--- src/rtl/uart_hex_tx.sv ---
// uart_hex_tx: sends a captured value as ASCII hex text in 8N1 frames paced by a 16x baud tick.
// Define UART_HEX_CRLF_EN to append CR LF to every message.
module uart_hex_tx #(
  parameter int DBIT = 8,
  parameter int SB_TICK = 16,
  parameter int NUM_DIGITS = 4
) (
  input  logic                    clk,
  input  logic                    rst,
  input  logic                    s_tick,
  input  logic                    start,
  input  logic [4*NUM_DIGITS-1:0] value,
  output logic                    busy,
  output logic                    done_tick,
  output logic                    tx
);
  localparam int BW = $clog2(DBIT + 1);
  localparam int IW = $clog2(NUM_DIGITS + 2);
`ifdef UART_HEX_CRLF_EN
  localparam int LAST = NUM_DIGITS + 1;
`else
  localparam int LAST = NUM_DIGITS - 1;
`endif
  typedef enum logic [1:0] {IDLE, START, DATA, STOP} state_t;
  state_t state_q, state_d;
  logic [4:0] tick_q, tick_d;
  logic [BW-1:0] bit_q, bit_d;
  logic [IW-1:0] idx_q, idx_d;
  logic [4*NUM_DIGITS-1:0] msg_q, msg_d;
  logic [DBIT-1:0] shift_q, shift_d;
  logic tx_q, tx_d, done_q, done_d;
  logic [3:0] nib;
  logic [7:0] char_b;
  logic tick_end;
  // Character 0 is the most significant nibble.
  always_comb begin
    nib = '0;
    for (int i = 0; i < NUM_DIGITS; i++)
      if (idx_q == IW'(NUM_DIGITS - 1 - i)) nib = msg_q[4*i +: 4];
  end
  assign char_b = idx_q == IW'(NUM_DIGITS) ? 8'h0D :
                  idx_q == IW'(NUM_DIGITS + 1) ? 8'h0A :
                  nib > 4'd9 ? 8'h37 + {4'h0, nib} : 8'h30 + {4'h0, nib};
  assign tick_end = s_tick && tick_q == (state_q == STOP ? 5'(SB_TICK - 1) : 5'd15);
  always_ff @(posedge clk or posedge rst) begin
    if (rst) begin
      state_q <= IDLE;
      tick_q  <= '0;
      bit_q   <= '0;
      idx_q   <= '0;
      msg_q   <= '0;
      shift_q <= '0;
      tx_q    <= 1'b1;
      done_q  <= 1'b0;
    end else begin
      state_q <= state_d;
      tick_q  <= tick_d;
      bit_q   <= bit_d;
      idx_q   <= idx_d;
      msg_q   <= msg_d;
      shift_q <= shift_d;
      tx_q    <= tx_d;
      done_q  <= done_d;
    end
  end
  // A start coinciding with done_tick is dropped, so done_q gates acceptance.
  always_comb begin
    state_d = state_q;
    tick_d  = tick_q;
    bit_d   = bit_q;
    idx_d   = idx_q;
    msg_d   = msg_q;
    shift_d = shift_q;
    if (state_q == IDLE) begin
      if (start && !done_q) begin
        state_d = START;
        msg_d   = value;
        idx_d   = '0;
        tick_d  = '0;
      end
    end else if (s_tick) begin
      tick_d = tick_end ? 5'd0 : tick_q + 5'd1;
      if (tick_end)
        case (state_q)
          START: begin
            state_d = DATA;
            shift_d = DBIT'(char_b);
            bit_d   = '0;
          end
          DATA: begin
            shift_d = shift_q >> 1;
            bit_d   = bit_q + 1'b1;
            if (bit_q == BW'(DBIT - 1)) state_d = STOP;
          end
          STOP: begin
            if (idx_q == IW'(LAST)) state_d = IDLE;
            else begin
              idx_d   = idx_q + 1'b1;
              state_d = START;
            end
          end
          default: state_d = IDLE;
        endcase
    end
  end
  always_comb begin
    tx_d   = state_q == START ? 1'b0 : state_q == DATA ? shift_q[0] : 1'b1;
    done_d = state_q == STOP && tick_end && idx_q == IW'(LAST);
  end
  assign busy      = state_q != IDLE;
  assign done_tick = done_q;
  assign tx        = tx_q;
endmodule

--- config.mk ---
export PLATFORM = sky130hd
export DESIGN_NAME = uart_hex_tx
export DESIGN_NICKNAME = d
export VERILOG_FILES = /design/src/rtl/uart_hex_tx.sv
export SDC_FILE = /design/constraint.sdc
export NUM_CORES = 1
export LEC_CHECK = 0
export CAP_MARGIN = 10
export CORE_MARGIN = 1
export CORE_UTILIZATION = 45
export CTS_BUF_LIST = sky130_fd_sc_hd__clkbuf_8 sky130_fd_sc_hd__clkbuf_16
export DETAILED_ROUTE_END_ITERATION = 12
export PLACE_DENSITY_LB_ADDON = 0.12
export SLEW_MARGIN = 5
export SYNTH_ARGS = -nofsm -noshare
export SYNTH_HDL_FRONTEND = slang
export SYNTH_SLANG_ARGS = --single-unit
--- constraint.sdc ---
create_clock -name clk -period 6.08 [get_ports clk]
set_input_delay 1.216 -clock clk [delete_from_list [all_inputs] [get_ports clk]]
set_output_delay 1.216 -clock clk [all_outputs]
set_load 0.02 [all_outputs]
After elaboration in Yosys (flattened, before gate mapping)
Index checks and enable logic that the tools add are counted.

storage, ports and cells
  register bits after elaboration = 40
  input port bits = 20
  word-level logic and storage cells = 73

operators by class
  $add $sub $neg = 5
  order comparisons = 1
  equality and inequality tests = 13
  muxes and demuxes = 28
  bitwise gates (word level) = 1
  reductions and logical operators = 17

operator list
  cell                   count
  $mux W7                3
  $mux W5                4
  $mux W3                6
  $mux W4                4
  $pmux W8 S2            1
  $add A6 B4 Y7 const A  2
  $mux W2                5
  $reduce_bool A2 Y1     5
  $pmux W4 S2            1
  $reduce_and A4 Y1      2
  $eq A3 B2 Y1 const B   2
  $eq A3 B3 Y1 const B   2
  $pmux W2 S3            1
  $add A5 B1 Y5 const B  1
  $eq A5 B4 Y1 const B   1
  $reduce_and A5 Y1      1
  $add A4 B1 Y4 const B  1
  $eq A2 B2 Y1 const B   2
  $eq A4 B3 Y1 const B   1
  $gt A4 B4 Y1 const B   1
  $logic_and A1 B1 Y1    4
  $ne A2 B1 Y1 const B   2
  $reduce_and A2 Y1      2
  $add A3 B1 Y3 const B  1
  8 further kinds        10

Depth between registers and ports, before layout
Gate-level depths: netlist of the first run.

  depth in word-level cells = 10
  gate-level depth with buffers = 12
  gate-level depth less buffers = 11

Worst setup path before layout of the first run
OpenSTA, ideal clock, no wires.

  path kind = register to register
  start point = register idx_q[1]
  end point = register shift_q[0]
  data arrival time = 2414 ps
  setup slack = 3572 ps
  stages on the path, launching flop included = 12
  path buffers = 1
  period minus slack after synthesis = 2508 ps
  path through = dfrtp_1 > inv_1 > ha_1 > buf_2 > nor2_1 > a221oi_1 > o21ai_1 > ha_1 > or2_2 > a21boi_4 > xnor2_1 > a221oi_2

on the way
  cells in the longest elaborated chain, start to end = 10

RTL lines
  what                                                  line  source
  start, declared                                       28    logic [IW-1:0] idx_q, idx_d;
  start signal, assigned                                59    idx_q <= idx_d;
  $eq A3 B2 Y1                                          39    if (idx_q == IW'(NUM_DIGITS - 1 - i)) nib = msg_q[4*i +: 4];
  $mux W4 (4 in series)                                 39
  $add A6 B4 Y7 / $gt A4 B4 Y1 (equally long branches)  43    nib > 4'd9 ? 8'h37 + {4'h0, nib} : 8'h30 + {4'h0, nib};
  $mux W7                                               43
  $mux W7                                               42    idx_q == IW'(NUM_DIGITS + 1) ? 8'h0A :
  $mux W7 (*)                                           41    assign char_b = idx_q == IW'(NUM_DIGITS) ? 8'h0D :
  $pmux W8 S2 (*)                                       84    case (state_q)
  end signal, assigned                                  61    shift_q <= shift_d;
  end, declared                                         30    logic [DBIT-1:0] shift_q, shift_d;

Every way passes the cells marked *; elsewhere a longest branch is shown, timed or not. The select of a mux whose other input is x is not followed.
A chain may end at the register's enable or synchronous reset.

Worst setup path in the final report of the first run
  start point = register state_q[0]
  end point = output busy

on the way
  cells in the longest elaborated chain, start to end = 1

RTL lines
  what                    line  source
  start, declared         25    state_t state_q, state_d;
  start signal, assigned  56    state_q <= state_d;
  $reduce_bool A2 Y1      110   assign busy = state_q != IDLE;
  end, declared           13    output logic busy,

Every way passes these cells.

==> results.json, run 1 <==
{
  "status": "finished clean",
  "vias": 1622,
  "cts_tree": "yes",
  "endpoint_kind": "output port",
  "cts-resized-gates": 0,
  "comb_power_share_pct": 41.2,
  "p_int_w": 0.000642,
  "grt_antenna_before_repair": 0,
  "min_period_ns": 3.11,
  "cp_max_fo": 9,
  "hold_ws_ns": 0.485,
  "initial_core_util_pct": 48.3,
  "dpl.hpwl_um": 2780,
  "hold_path_class": "flip-flop to flip-flop",
  "path_clk_slew_ns": 0.08,
  "synth.avg_cell_area_um2": 9.83,
  "die_h_um": 71.3,
  "port_buffers": 22,
  "grt_max_degree": 40,
  "viasPerCell": 5.50,
  "finalCritPeriodShare_pct": 51.2,
  "async_flop_share_pct": 100,
  "synth-simple-area-share_pct": 12.0,
  "synth_ff_type": "dfrtp_1",
  "rsz0062_at_grt": "false",
  "synth_top_family_by_area": "compound AO/OA/AOI/OAI gates",
  "synth_top_area_share_pct": 44.0,
  "grt_usage_pct": 18.2,
  "dieArea_um2": 5090,
  "syn_nets": 253,
  "pwr-share-clk_pct": 19.1,
  "vdd_ir_drop_max_mv": 0.218,
  "power.leakage_nw": 1.12,
  "setup_viol": 0,
  "arrival_ns": 1.90,
  "switchingPower_w": 0.000346,
  "htreeDepth": 2,
  "clock-root-buffer": "clkbuf_8",
  "timing.final.hold_violations": 0,
  "syn_inst": 220,
  "drc": 0,
  "diodes": 0,
  "synth_fa_ha_area_share_pct": 7.52,
  "gp_congestion": 0.745,
  "skew_ns": 0.00596,
  "ant_nets": 0,
  "place_area_um2": 2420,
  "cp_data_required_time_ns": 4.86,
  "ys_ff_latch": 39,
  "cap_violations": 0,
  "muxShareOfSynthArea_pct": 9.26,
  "synthTopCellsByArea": "dfrtp_1, mux2_2, ha_1",
  "synth_compound_area_share_pct": 20.7,
  "dr.first_iter.drc_count": 86,
  "post-place-ws_ns": 2.73,
  "worstHoldStart": "shift_q[3]",
  "numCtsBuffers": 5,
  "whs_path_depth": 2,
  "r2r_start": "idx_q[1]",
  "sw_frac_of_total_pct": 35.0,
  "cts.sinks": 39,
  "ios": 23,
  "areaGrowthSynthToFinish_pct": 16.8,
  "crit-reg2reg-capture": "shift_q[0]",
  "first_global_vias": 1505,
  "cts_max_path_buffers": 2,
  "drt-pass1-iter-count": 5,
  "final_nets": 275,
  "critical_path_class": "flip-flop to output port",
  "critPathLaunchType": "flip-flop",
  "tightest_slew_ns": 0.864,
  "hold_path_end": "shift_q[3]",
  "synth_common_cells": "dfrtp_1, nand2_1, o21ai_0",
  "post_synth_num_cell_types": 39,
  "maxSlewViolCount": 0,
  "overflow": 0,
  "fin_area_um2": 2520,
  "max_clock_freq_mhz": 321,
  "finalWirelength_um": 3950,
  "postCtsSetupBuffers": 0,
  "synth-edff-count": 0,
  "yosysWarnings": 0,
  "power.density_nw_per_um2": 391,
  "wl_per_cell_um": 13.4,
  "reg2reg_depth": 10,
  "core_region_area_um2": 4470,
  "power_frac_seq_pct": 39.7,
  "drive_gt1_share_pct": 13.6,
  "synth_xor_area_share_pct": 0.405,
  "yosysSeqAreaShare_pct": 45.2,
  "ctsHoldBuffers": 0,
  "yosysMostFrequentCell": "dfrtp_1",
  "die-width_um": 71.3,
  "tns_ns": 0,
  "synth_top_area_cell": "dfrtp_1",
  "insertion_delay_ns": 0.29,
  "postLayoutCoreUtil_pct": 56.4,
  "grt_pass1_wl_um": 7200,
  "timing.final.ws_setup_ns": 2.97,
  "row_count": 24,
  "syn-cell-area_um2": 2160,
  "reg2reg_slack_ns": 3.15,
  "slew_headroom_pct": 42.3
}
## final cells by class
| class | count | area [µm²] |
|---|---|---|
| flip-flops and latches | 39 | 977 |
| clock inverters | 1 | 3.75 |
| fillers | 390 | 1950 |
| well taps | 52 | 65.1 |
| multi-input cells | 154 | 1080 |
| inverters | 18 | 67.6 |
| repair buffers | 24 | 235 |
| clock buffers | 7 | 96.3 |
## through the flow
stage | power, W | cells
2_1_floorplan | 0.000711 | 220
3_3_place_gp | 0.000802 | 287
3_5_place_dp | 0.000806 | 287
4_1_cts | 0.000999 | 295
5_1_grt | 0.00107 | 295
6_report | 0.000988 | 295
## cell usage in the layout, fill, tap and decap left out, types with 2 or more instances in the layout
| cell | n |
|---|---|
| a21oi_1 | 8 |
| nand3_1 | 4 |
| ha_1 | 13 |
| buf_4 | 2 |
| nor3_1 | 2 |
| nand2_1 | 31 |
| clkdlybuf4s50_1 | 22 |
| o21a_1 | 3 |
| or2_2 | 2 |
| o21ai_0 | 20 |
| mux2_2 | 16 |
| nand3b_1 | 2 |
| a211oi_1 | 5 |
| a22o_1 | 2 |
| nor2_1 | 8 |
| a31oi_1 | 4 |
| nor2b_1 | 3 |
| a21boi_2 | 2 |
| mux2i_1 | 2 |
| dfrtp_1 | 38 |
| nand2b_1 | 2 |
| o21ai_1 | 2 |
| nor4_1 | 3 |
| inv_1 | 19 |
| clkbuf_8 | 7 |
| o31ai_1 | 4 |
| a221oi_1 | 3 |
| a21o_1 | 2 |
## per-layer routing
metal  wire length, µm  global-route usage, %  share of wire (%)
met1              2040                   25.4                 52
met2              1700                   27.5                 43
met3               146                   5.06                3.7
met4                61                   6.00                1.5
met5                 0                      0                  0
## registers in the layout (all words and copies together) (netlist names)
signal / cells
bit_q: 4
done_tick: 1
idx_q: 3
msg_q: 16
shift_q: 7
state_q: 2
tick_q: 5
tx: 1
## critical path, stage by stage, from the launching register on
cell and delay [ns]:
dfrtp_1 0.42, inv_1 0.08, ha_1 0.31, inv_1 0.17, clkdlybuf4s50_1 0.62
## power groups by stage
stage / Combinational, W / Sequential [W] / Clock [W]
floorplan: 0.000322 / 0.000389 / 0
global placement: 0.000404 / 0.000398 / 0
CTS: 0.000409 / 0.000393 / 0.000197
global route: 0.000458 / 0.000406 / 0.000206
finish: 0.000407 / 0.000392 / 0.000189
detailed placement: 0.000408 / 0.000398 / 0
## worst max-delay path by stage
stage | start | to | slack, ns | depth (start not counted)
2_1_floorplan | idx_q[1] | shift_q[0] | 3.57 | 11
3_3_place_gp | start | idx_q[2] | 2.74 | 7
3_5_place_dp | start | idx_q[0] | 2.73 | 7
4_1_cts | state_q[0] | busy | 2.95 | 4
5_1_grt | start | idx_q[1] | 2.81 | 7
6_report | state_q[0] | busy | 2.97 | 4
## cells by family after synthesis
logic type,count (synthesis)
AOI/OAI and AO/OA,64
xor gates and xnor gates,1
adders and majority gates,13
buffers and inverters,27
DFF,39
muxes,18
and+or+nand+nor,58
Power figures use the tool's default switching activity.
==> inputs of run 2 (changes only) <==
==> constraint.sdc (replaced) <==
create_clock -name clk -period 3.2 [get_ports clk]
set_input_delay 0.64 -clock clk [delete_from_list [all_inputs] [get_ports clk]]
set_output_delay 0.64 -clock clk [all_outputs]
set_load 0.02 [all_outputs]
==> run 2 against run 1 <==
- sequential cell count did not move
- wire length rose by 3.0%
- die area did not move
- total power rose by 90%
- global-route usage rose by 0.083 points
- setup slack got worse by 2.5 ns
- final area rose by 0.40%
- utilization rose by 0.22 points
==> results.json, run 2 (same netlist as run 1, synthesis figures left out) <==
{
  "status": "finished clean",
  "gp_congestion": 0.780,
  "tightest_slew_ns": 0.510,
  "first_global_vias": 1561,
  "reg_top3": "msg_q: 16 flops, shift_q: 7 flops, tick_q: 5 flops",
  "grt_usage_pct": 18.3,
  "row_count": 24,
  "regMostFlops": "msg_q",
  "slowest_delay_ns": 0.41,
  "final_common_cell": "dfrtp_1",
  "finalCritPeriodShare_pct": 85.6,
  "ctsHoldBuffers": 0,
  "vdd_ir_drop_max_mv": 0.434,
  "drc": 0,
  "gr-usage-met3_pct": 3.52,
  "reg2reg_depth": 11,
  "numCtsBuffers": 5,
  "arrival_ns": 2.92,
  "viasPerCell": 5.51,
  "cap_violations": 0,
  "critical_path.cell_chain": "inv_1 > ha_1 > a211oi_1 > o21ai_0 > o21ai_1 > inv_1 > ha_1 > or2_2 > a21boi_4 > mux2i_1 > a31oi_1",
  "ant_nets": 0,
  "max_clock_freq_mhz": 365,
  "whs_path_depth": 1,
  "use_met2_pct": 28.7,
  "critPathLaunchType": "flip-flop",
  "min_period_ns": 2.74,
  "dp_cells": 290,
  "worstHoldStart": "bit_q[3]",
  "htreeDepth": 2,
  "die_h_um": 71.3,
  "initial_core_util_pct": 48.3,
  "finalWirelength_um": 4070,
  "drive_gt1_share_pct": 14.7,
  "dieArea_um2": 5090,
  "final_nets": 278,
  "cts.sinks": 39,
  "grt_pass1_wl_um": 7220,
  "grt_antenna_before_repair": 0,
  "endpoint_kind": "flip-flop",
  "insertion_delay_ns": 0.30,
  "setup_viol": 0,
  "largest_register_ffs": 16,
  "cp_max_fo": 14,
  "slew_headroom_pct": 66.0,
  "power.density_nw_per_um2": 739,
  "crit-reg2reg-capture": "shift_q[1]",
  "r2r_start": "idx_q[0]",
  "cts_max_path_buffers": 2,
  "vias": 1636,
  "cts_tree": "yes",
  "cts-resized-gates": 0,
  "hold_path_class": "flip-flop to flip-flop",
  "reg2reg_slack_ns": 0.46,
  "fin_cells": 297,
  "maxSlewViolCount": 0,
  "timing.final.hold_violations": 0,
  "tns_ns": 0,
  "die-width_um": 71.3,
  "rsz0062_at_grt": "false",
  "power.leakage_nw": 1.13,
  "diodes": 0,
  "cp_data_required_time_ns": 3.38,
  "grt_max_degree": 40,
  "hold_path_end": "bit_q[3]",
  "dr.first_iter.drc_count": 107,
  "critical_path_class": "flip-flop to flip-flop",
  "slowest_stage": "dfrtp_1",
  "grt.met1_usage_pct": 24.7,
  "port_buffers": 22,
  "clock-root-buffer": "clkbuf_8",
  "final_cell_mix": "dfrtp_1, nand2_1, clkdlybuf4s50_1, o21ai_0, inv_1",
  "overflow": 0,
  "busiest_layer": "met2",
  "path_clk_slew_ns": 0.08,
  "wl_per_cell_um": 13.7,
  "ios": 23,
  "drt-pass1-iter-count": 6,
  "core_region_area_um2": 4470,
  "dpl.hpwl_um": 2910,
  "postCtsSetupBuffers": 0,
  "skew_ns": 0.00831,
  "areaGrowthSynthToFinish_pct": 17.2
}
run 2: changes by cell type in the layout (fill, tap and decap cells not counted), sizes merged:
cell | previous run | this run
inv | 19 | 18
buf | 2 | 5
clkinv | 0 | 1
clkbuf | 7 | 6
run 2: critical path, delay by kind of cell, from the launching register on:
family,cells,cell delay (ns)
AO/OA/AOI/OAI,5,0.88
adder cells (fa/ha/maj),2,0.60
buffers and inverters,2,0.21
flip-flops,1,0.41
multiplexers,1,0.21
AND/OR/NAND/NOR,1,0.31
run 2: per-layer routing:
layer | share of wire, % | up-vias
met5 | 0 | -
met4 | 1.8 | 0
met3 | 2.4 | 7
met2 | 45 | 23
met1 | 51 | 775
li1 | - | 831
run 2: worst max-delay path by stage:
stage / from / slack (ns) / to / cells past startpoint
2_1_floorplan: idx_q[1] / 0.69 / shift_q[0] / 11
3_3_place_gp: idx_q[0] / 0.62 / shift_q[1] / 11
3_5_place_dp: idx_q[0] / 0.51 / shift_q[1] / 11
4_1_cts: idx_q[0] / 0.50 / shift_q[1] / 11
5_1_grt: idx_q[0] / 0.21 / shift_q[0] / 11
6_report: idx_q[0] / 0.46 / shift_q[1] / 11
run 2: power by group:
part / internal, W / switching, W
sequential: 0.000650 / 0.000104
clock: 0.000169 / 0.000169
combinational: 0.000380 / 0.000402
run 2: stage by stage:
step / util [%] / setup slack (ns) / hold slack (ns) / total power, W / instance area (µm²)
floorplan: - / 0.692 / 0.445 / 0.00135 / 2160
global placement: 54.7 / 0.618 / 0.477 / 0.00153 / 2450
detailed placement: 54.7 / 0.513 / 0.485 / 0.00154 / 2450
CTS: 56.7 / 0.498 / 0.494 / 0.00189 / 2530
global route: 56.7 / 0.209 / 0.525 / 0.00202 / 2530
finish: 56.7 / 0.459 / 0.498 / 0.00187 / 2530
run 2: cell type report:
cell class	count	area [µm²]
tap	52	65.1
multi-input combinational	154	1080
timing repair buffer	27	258
clock buffer	6	82.6
inverter	18	67.6
fill	399	1940
sequential	39	977
clock inverter	1	5.00
==> inputs of run 3 (changes only) <==
--- a/config.mk
+++ b/config.mk
@@ -6,12 +6,14 @@
 export NUM_CORES = 1
 export LEC_CHECK = 0
 export CAP_MARGIN = 10
+export CELL_PAD_IN_SITES_DETAIL_PLACEMENT = 1
+export CELL_PAD_IN_SITES_GLOBAL_PLACEMENT = 2
 export CORE_MARGIN = 1
-export CORE_UTILIZATION = 45
+export CORE_UTILIZATION = 36
 export CTS_BUF_LIST = sky130_fd_sc_hd__clkbuf_8 sky130_fd_sc_hd__clkbuf_16
 export DETAILED_ROUTE_END_ITERATION = 12
 export PLACE_DENSITY_LB_ADDON = 0.12
-export SLEW_MARGIN = 5
+export SLEW_MARGIN = 15
 export SYNTH_ARGS = -nofsm -noshare
 export SYNTH_HDL_FRONTEND = slang
 export SYNTH_SLANG_ARGS = --single-unit
==> run 3 against run 2 <==
- final area grew 2.5%
- register-to-register slack worse by 0.07 ns
- critical path depth did not move
- final cell count grew 7.4%
- utilization is 11 points lower
- sequential share of layout area decreased by 0.93 points
- via count rose by 4.3%
- maximum frequency shrank 2.4%
- critical path type unchanged
- wire length up 21%
- highest routed layer unchanged
==> results.json, run 3 (same netlist as run 1, synthesis figures left out) <==
{
  "final_cell_mix": "dfrtp_1, nand2_1, clkdlybuf4s50_1, o21ai_0, inv_1",
  "multi_input_area_um2": 1080,
  "vdd_ir_drop_max_mv": 0.294,
  "cts-resized-gates": 0,
  "initial_core_util_pct": 38.3,
  "vias": 1707,
  "timing.final.hold_violations": 0,
  "r2r_start": "idx_q[0]",
  "tns_ns": 0,
  "dr.first_iter.drc_count": 35,
  "core_region_area_um2": 5640,
  "dpl.hpwl_um": 3720,
  "final_nets": 279,
  "reg2reg_depth": 11,
  "ant_nets": 0,
  "slowest_stage": "dfrtp_1",
  "whs_path_depth": 2,
  "path_clk_slew_ns": 0.08,
  "wl_met2_um": 2340,
  "areaGrowthSynthToFinish_pct": 20.1,
  "htreeDepth": 2,
  "hold_path_class": "flip-flop to flip-flop",
  "reg_top3": "msg_q: 16 flops, shift_q: 7 flops, tick_q: 5 flops",
  "drt-pass1-iter-count": 4,
  "wl_met1_um": 2410,
  "reg2reg_slack_ns": 0.39,
  "grt_antenna_before_repair": 0,
  "drive_gt1_share_pct": 15.4,
  "route.met3.wl_um": 109,
  "hold_path_end": "shift_q[3]",
  "cp_top_family": "compound AO/OA/AOI/OAI gates",
  "cp_data_required_time_ns": 3.38,
  "fillerInstances": 639,
  "overflow": 0,
  "clock-root-buffer": "clkbuf_8",
  "ctsHoldBuffers": 0,
  "postCtsSetupBuffers": 0,
  "crit-reg2reg-capture": "shift_q[1]",
  "grt_usage_pct": 17.6,
  "critPathLaunchType": "flip-flop",
  "endpoint_kind": "flip-flop",
  "cp_max_fo": 14,
  "finalCritPeriodShare_pct": 87.7,
  "numCtsBuffers": 5,
  "arrival_ns": 2.98,
  "die-width_um": 79.5,
  "diodes": 0,
  "cap_violations": 0,
  "cts_max_path_buffers": 2,
  "die_h_um": 79.5,
  "worstHoldStart": "shift_q[3]",
  "crit_buf_inv": 2,
  "seq_area_um2": 977,
  "total_power_w": 0.00200,
  "skew_ns": 0.00724,
  "grt_max_degree": 40,
  "status": "finished clean",
  "maxSlewViolCount": 0,
  "cts_tree": "yes",
  "setup_viol": 0,
  "slowest_delay_ns": 0.42,
  "largest_register_ffs": 16,
  "port_buffers": 22,
  "gp_congestion": 0.765,
  "viasPerCell": 5.35,
  "cts.sinks": 39,
  "min_period_ns": 2.81,
  "final_common_cell": "dfrtp_1",
  "critical_path_class": "flip-flop to flip-flop",
  "first_global_vias": 1834,
  "max_clock_freq_mhz": 356,
  "ios": 23,
  "top_layer": "met4",
  "dieArea_um2": 6320,
  "regMostFlops": "msg_q",
  "power.leakage_nw": 1.15,
  "finalWirelength_um": 4930,
  "drc": 0,
  "tightest_slew_ns": 0.529,
  "grt_pass1_wl_um": 8620,
  "row_count": 27,
  "insertion_delay_ns": 0.29,
  "rsz0062_at_grt": "false",
  "wl_per_cell_um": 15.5,
  "hold_ws_ns": 0.495,
  "critical_path.cell_chain": "inv_1 > ha_1 > a211oi_1 > o21ai_0 > o21ai_1 > inv_1 > ha_1 > or2_2 > a21boi_4 > mux2i_1 > a31oi_1",
  "power.density_nw_per_um2": 769,
  "slew_headroom_pct": 64.8
}
## run 3: cell count changes in the layout (fill, tap and decap cells not counted), sizes merged
cell	change
buf	+1
bufinv	+1
## run 3: how the worst max path moves through the flow
stage | cells after the start | startpoint | slack [ns] | endpoint
global route | 11 | idx_q[0] | 0.14 | shift_q[0]
detailed placement | 11 | idx_q[0] | 0.45 | shift_q[1]
floorplan | 11 | idx_q[1] | 0.69 | shift_q[0]
CTS | 11 | idx_q[0] | 0.43 | shift_q[1]
global placement | 10 | idx_q[1] | 0.61 | shift_q[1]
finish | 11 | idx_q[0] | 0.39 | shift_q[1]
## run 3: worst reg2reg max path: cells and delay by family, from the launching register on
family | cells | cell delay (ns)
adders and majority gates | 2 | 0.59
DFF | 1 | 0.42
buffers and inverters | 2 | 0.22
and+or+nand+nor | 1 | 0.31
AOI/OAI and AO/OA | 5 | 0.94
muxes | 1 | 0.22
## run 3: cell type report
| class | instances | share of cell area (%) |
|---|---|---|
| clock buffers | 6 | 3.18 |
| clock inverters | 2 | 1.35 |
| repair buffers | 28 | 10.2 |
| multi-input cells | 154 | 41.6 |
| inverters | 18 | 2.60 |
| flip-flops and latches | 39 | 37.6 |
| well taps | 72 | 3.47 |
## run 3: metal layers
| metal | global-route usage [%] | vias up |
|---|---|---|
| li1 | - | 830 |
| met1 | 23.7 | 851 |
| met2 | 27.5 | 17 |
| met3 | 3.31 | 9 |
| met4 | 7.27 | 0 |
| met5 | 0 | - |
## run 3: stage by stage
stage / std cells / setup WS (ns) / area [µm²] / utilization (%)
floorplan: 220 / 0.692 / 2160 / -
global placement: 311 / 0.612 / 2480 / 44.0
detailed placement: 311 / 0.450 / 2480 / 44.0
CTS: 319 / 0.430 / 2600 / 46.0
global route: 319 / 0.140 / 2600 / 46.0
finish: 319 / 0.393 / 2600 / 46.0
## run 3: report_power, final
| group | total [W] | switching, W | internal (W) | leakage (nW) |
|---|---|---|---|---|
| Clock | 0.000428 | 0.000176 | 0.000252 | 0.0612 |
| Combinational | 0.000806 | 0.000424 | 0.000382 | 0.598 |
| Sequential | 0.000763 | 0.000113 | 0.000650 | 0.488 |
